===== src/rtl/uart_tx_buf.sv =====
// rtl/uart_tx_buf.sv - Buffered 8N1 UART transmitter with a DEPTH-entry byte FIFO
module uart_tx_buf #(
  parameter int CLK_PER_BIT = 271,
  parameter int DEPTH       = 16
) (
  input  logic                   CLK,
  input  logic                   RSTN,
  input  logic [7:0]             DIN,
  input  logic                   DIN_VALID,
  output logic                   DIN_READY,
  output logic                   UART_TX,
  output logic                   BUSY,
  output logic [$clog2(DEPTH):0] COUNT
);

  localparam int AW = $clog2(DEPTH);
  localparam int TW = $clog2(CLK_PER_BIT);
  localparam logic [TW-1:0] T_LAST = TW'(CLK_PER_BIT - 1);
  localparam logic [AW:0]   FULL   = (AW + 1)'(DEPTH);

  typedef enum logic [1:0] {IDLE, START, DATA, STOP} state_t;

  state_t        state, state_nxt;
  logic [7:0]    mem [DEPTH];
  logic [AW-1:0] rd_ptr, wr_ptr;
  logic [TW-1:0] timer, timer_nxt;
  logic [2:0]    bit_idx, bit_idx_nxt;
  logic [7:0]    shift, shift_nxt;
  logic          tx_nxt;
  logic          push, pop, bit_done;

  // Ready looks only at the registered occupancy, so a pop on the same edge
  // never opens a slot for a write.
  assign DIN_READY = (COUNT < FULL);
  assign push      = DIN_VALID && DIN_READY;
  assign BUSY      = (state != IDLE) || (COUNT != '0);
  assign bit_done  = (timer == T_LAST);

  // Byte storage; contents need no reset because COUNT gates every read.
  always_ff @(posedge CLK) begin
    if (push) begin
      mem[wr_ptr] <= DIN;
    end
  end

  // FIFO pointers and occupancy; pointers wrap naturally since DEPTH is a power of two.
  always_ff @(posedge CLK or negedge RSTN) begin
    if (!RSTN) begin
      wr_ptr <= '0;
      rd_ptr <= '0;
      COUNT  <= '0;
    end else begin
      if (push) begin
        wr_ptr <= wr_ptr + 1'b1;
      end
      if (pop) begin
        rd_ptr <= rd_ptr + 1'b1;
      end
      case ({push, pop})
        2'b10:   COUNT <= COUNT + 1'b1;
        2'b01:   COUNT <= COUNT - 1'b1;
        default: COUNT <= COUNT;
      endcase
    end
  end

  // Frame sequencer registers, including the registered serial line.
  always_ff @(posedge CLK or negedge RSTN) begin
    if (!RSTN) begin
      state   <= IDLE;
      timer   <= '0;
      bit_idx <= '0;
      shift   <= '0;
      UART_TX <= 1'b1;
    end else begin
      state   <= state_nxt;
      timer   <= timer_nxt;
      bit_idx <= bit_idx_nxt;
      shift   <= shift_nxt;
      UART_TX <= tx_nxt;
    end
  end

  // Next-state logic; the line value is derived from the state being entered
  // so UART_TX changes on the same edge as the state.
  always_comb begin
    state_nxt   = state;
    timer_nxt   = timer;
    bit_idx_nxt = bit_idx;
    shift_nxt   = shift;
    pop         = 1'b0;
    tx_nxt      = 1'b1;

    case (state)
      IDLE: begin
        if (COUNT != '0) begin
          pop       = 1'b1;
          shift_nxt = mem[rd_ptr];
          timer_nxt = '0;
          state_nxt = START;
        end
      end
      START: begin
        if (bit_done) begin
          timer_nxt   = '0;
          bit_idx_nxt = '0;
          state_nxt   = DATA;
        end else begin
          timer_nxt = timer + 1'b1;
        end
      end
      DATA: begin
        if (bit_done) begin
          timer_nxt   = '0;
          shift_nxt   = {1'b0, shift[7:1]};
          bit_idx_nxt = bit_idx + 1'b1;
          if (bit_idx == 3'd7) begin
            state_nxt = STOP;
          end
        end else begin
          timer_nxt = timer + 1'b1;
        end
      end
      STOP: begin
        if (bit_done) begin
          timer_nxt = '0;
          // Chain straight into the next start bit when more data is waiting.
          if (COUNT != '0) begin
            pop       = 1'b1;
            shift_nxt = mem[rd_ptr];
            state_nxt = START;
          end else begin
            state_nxt = IDLE;
          end
        end else begin
          timer_nxt = timer + 1'b1;
        end
      end
      default: begin
        state_nxt = IDLE;
      end
    endcase

    case (state_nxt)
      START:   tx_nxt = 1'b0;
      DATA:    tx_nxt = shift_nxt[0];
      default: tx_nxt = 1'b1;
    endcase
  end

endmodule


===== config.mk =====
export PLATFORM = sky130hd
export DESIGN_NAME = uart_tx_buf
export DESIGN_NICKNAME = d
export VERILOG_FILES = /design/src/rtl/uart_tx_buf.sv
export SDC_FILE = /design/constraint.sdc
export NUM_CORES = 1
export LEC_CHECK = 0
export CORE_ASPECT_RATIO = 0.75
export CORE_UTILIZATION = 60
export DETAILED_ROUTE_END_ITERATION = 10
export MAX_ROUTING_LAYER = met4
export PLACE_DENSITY_LB_ADDON = 0.12
export REMOVE_ABC_BUFFERS = 1
export SLEW_MARGIN = 15
export SYNTH_ARGS = -nofsm -noshare
export SYNTH_HDL_FRONTEND = slang
export SYNTH_SLANG_ARGS = --single-unit
export TNS_END_PERCENT = 20

===== constraint.sdc =====
create_clock -name CLK -period 3.9 [get_ports CLK]
set_input_delay 0.585 -clock CLK [delete_from_list [all_inputs] [get_ports CLK]]
set_output_delay 0.585 -clock CLK [all_outputs]
set_load 0.02 [all_outputs]

==> results_dict.tcl <==
set metrics [dict create \
    dieHeight_um 96.33 \
    startpoint "state[1]" \
    portBuffers 18 \
    num-nets-final 481 \
    cts_tree "yes" \
    dp_hpwl_um 8446 \
    worstRegToRegCells 14 \
    antenna_cells 0 \
    cts_max_level 4 \
    grt_pass1_vias 3771 \
    stdcell_count 626 \
    grt_max_degree 37 \
    grt_pass1_wl_um 20580 \
    dieWidth_um 127.8 \
    area_growth_syn_to_layout_pct 13.06 \
    start_util 0.6152 \
    critPathCapture "COUNT[4]" \
    finalHoldViolations 0 \
    cts.sink_count 164 \
    die-area_um2 12310 \
    cts.path.max_buffers 2 \
    final_cell_mix "edfxtp_1, dfrtp_1, mux4_2" \
    peakVddDrop_mv 0.4006 \
    routabilityCongestion 0.8511 \
    wl_um 12990 \
    core_um2 11570 \
    dp_cells 594 \
    grt.overflow.total 0 \
    drive_gt1_frac 0.1703 \
    max_slew.worst_pin.slew_ns 0.8199 \
    period_share 0.8271 \
    synth-edff-count 128 \
    drtAntennaViolNets 0 \
    skew_ns 0.009795 \
    worstReg2RegStart "state[1]" \
    drt_pass1_iterations 4 \
    drc 0 \
    cp.required_ns 4.21 \
    tns_ns 0 \
    place_ws_ns 0.4855 \
    holdWs_ns 0.2499 \
    rsz0062_at_grt "no" \
    yosysSeqAreaShare 0.6667 \
    drt_iter0_drc 256 \
    relSlewSlack 0.4534 \
    post_drt_wl_per_cell_um 20.75 \
    ys_types 56 \
    ys_async_sr_fraction 0.2195 \
    syn_area_per_cell_um2 16.75 \
    post_cts_buffers 0 \
    antenna_found_initial 0 \
    syn_area_um2 7118 \
    finalSetupViolCount 0 \
    cts-root-buf "clkbuf_16" \
    synth_top_cell_by_area "edfxtp_1" \
    criticalPathCategory "reg2reg" \
    layout_setup_ws_ns 0.6744 \
    p_per_area_nw_per_um2 532.1 \
    yosysWarnings 0 \
    maxSlewViolCount 0 \
    r2r_slack_ns 0.67 \
    holdBufCountCts 0 \
    via_per_inst 5.933 \
    synth-seq-cells 164 \
    fmax_mhz 310.0 \
    rows 34 \
    crit_fanout 8 \
    cts_buffers 17 \
    drv_cap 0 \
    synth_top_area_frac 0.5400 \
    setup.worst_path.end_class "flop" \
    start_kind "flop" \
    hp-class "in2async" \
    synth_flop_cell "edfxtp_1" \
    synthCells 425 \
    r2r-end "COUNT[4]" \
    power.leakage_nw 2.848 \
    synth_area_leaders "edfxtp_1, dfrtp_1, mux4_2" \
    layout_min_cycle_time_ns 3.226 \
    status "finished, final reports clean" \
    worstSkewPairLatency_ns 0.42 \
    path_clk_slew_ns 0.07 \
    vias 3714 \
    top_level_ports 19 \
    grt_use_total 0.2440 \
    arrival_ns 3.53 \
    final_common_cell "edfxtp_1" \
    post_cts_resized 0 \
]
## cell type report
class / count / area, um2
inverters: 13 / 48.80
multi-input cells: 231 / 2201
flip-flops and latches: 164 / 4747
repair buffers: 24 / 220.2
clock buffers: 23 / 554.3
fillers: 795 / 3523
well taps: 162 / 202.7
clock inverters: 9 / 73.82
## registers in the layout (all words and copies together), names as in the netlist
signal	flops
bit_idx	3
state	2
timer	9
mem	128
shift	8
COUNT	5
UART_TX	1
rd_ptr	4
wr_ptr	4
## power by group
part / internal (mW) / switching [mW] / total [mW]
clock network: 1.02 / 0.685 / 1.70
registers: 2.02 / 0.0954 / 2.12
logic: 0.197 / 0.267 / 0.464
total: 3.23 / 1.05 / 4.28
## routing by layer
| metal | vias up | track usage | part of all wire |
|---|---|---|---|
| li1 | 1708 | - | - |
| met4 | 0 | 0.07255 | 0.0075 |
| met2 | 106 | 0.3619 | 0.47 |
| met1 | 1892 | 0.3410 | 0.46 |
| met3 | 8 | 0.05837 | 0.062 |
| met5 | - | - | 0 |
## per-stage QoR
stage	util	total power, mW	instance area (um2)
floorplan	-	2.410	6995
global placement	0.6412	2.591	7420
detailed placement	0.6412	2.615	7420
CTS	0.6955	4.309	8048
global route	0.6955	4.437	8048
finish	0.6955	4.282	8048
## cells in the mapped netlist, types with 3 or more instances
cell type and count:
a211o_1 8, nor3_1 4, dfrtp_1 35, o31ai_1 8, xnor2_1 7, a21oi_1 5, clkbuf_1 6, ha_1 19
mux4_2 29, mux2_2 3, nand2b_1 3, edfxtp_1 128, and3_1 3, o21ai_0 16, nand2_1 19, and2_1 18
buf_2 5, a211oi_1 12, mux2i_1 9, inv_1 13, nor2_1 13, xor2_1 6, clkbuf_8 3, mux4_1 3
nor2b_1 13
## kinds of logic after synthesis
kind of cell / after synthesis / share of synthesized area
buffers and inverters: 30 / 0.02408
AO/OA/AOI/OAI: 65 / 0.06557
flip-flops: 164 / 0.6667
XOR/XNOR: 13 / 0.01600
adder cells (fa/ha/maj): 19 / 0.03340
AND/OR/NAND/NOR: 90 / 0.07400
multiplexers: 44 / 0.1202
## worst min-delay path by stage
stage	start	endpoint	slack (ns)	depth (start not counted)
final	RSTN	timer[6]	0.25	1
after global routing	RSTN	timer[6]	0.30	1
after CTS	RSTN	timer[6]	0.26	1
after detailed placement	shift[6]	shift[5]	0.47	1
after global placement	shift[7]	shift[6]	0.47	1
after floorplan	RSTN	COUNT[0]	0.29	0
## critical path, stage by stage (launching register included)
cell and delay, ns:
dfrtp_1 0.47, inv_1 0.16, ha_1 0.30, a31oi_1 0.29, nor3_1 0.09, buf_4 0.17
ha_1 0.29, xor2_1 0.18, ha_1 0.23, o21a_1 0.18, o22a_1 0.19, a21oi_1 0.18
xor2_1 0.17, nor2_1 0.07, xnor2_1 0.12
Power figures use the tool's default switching activity.
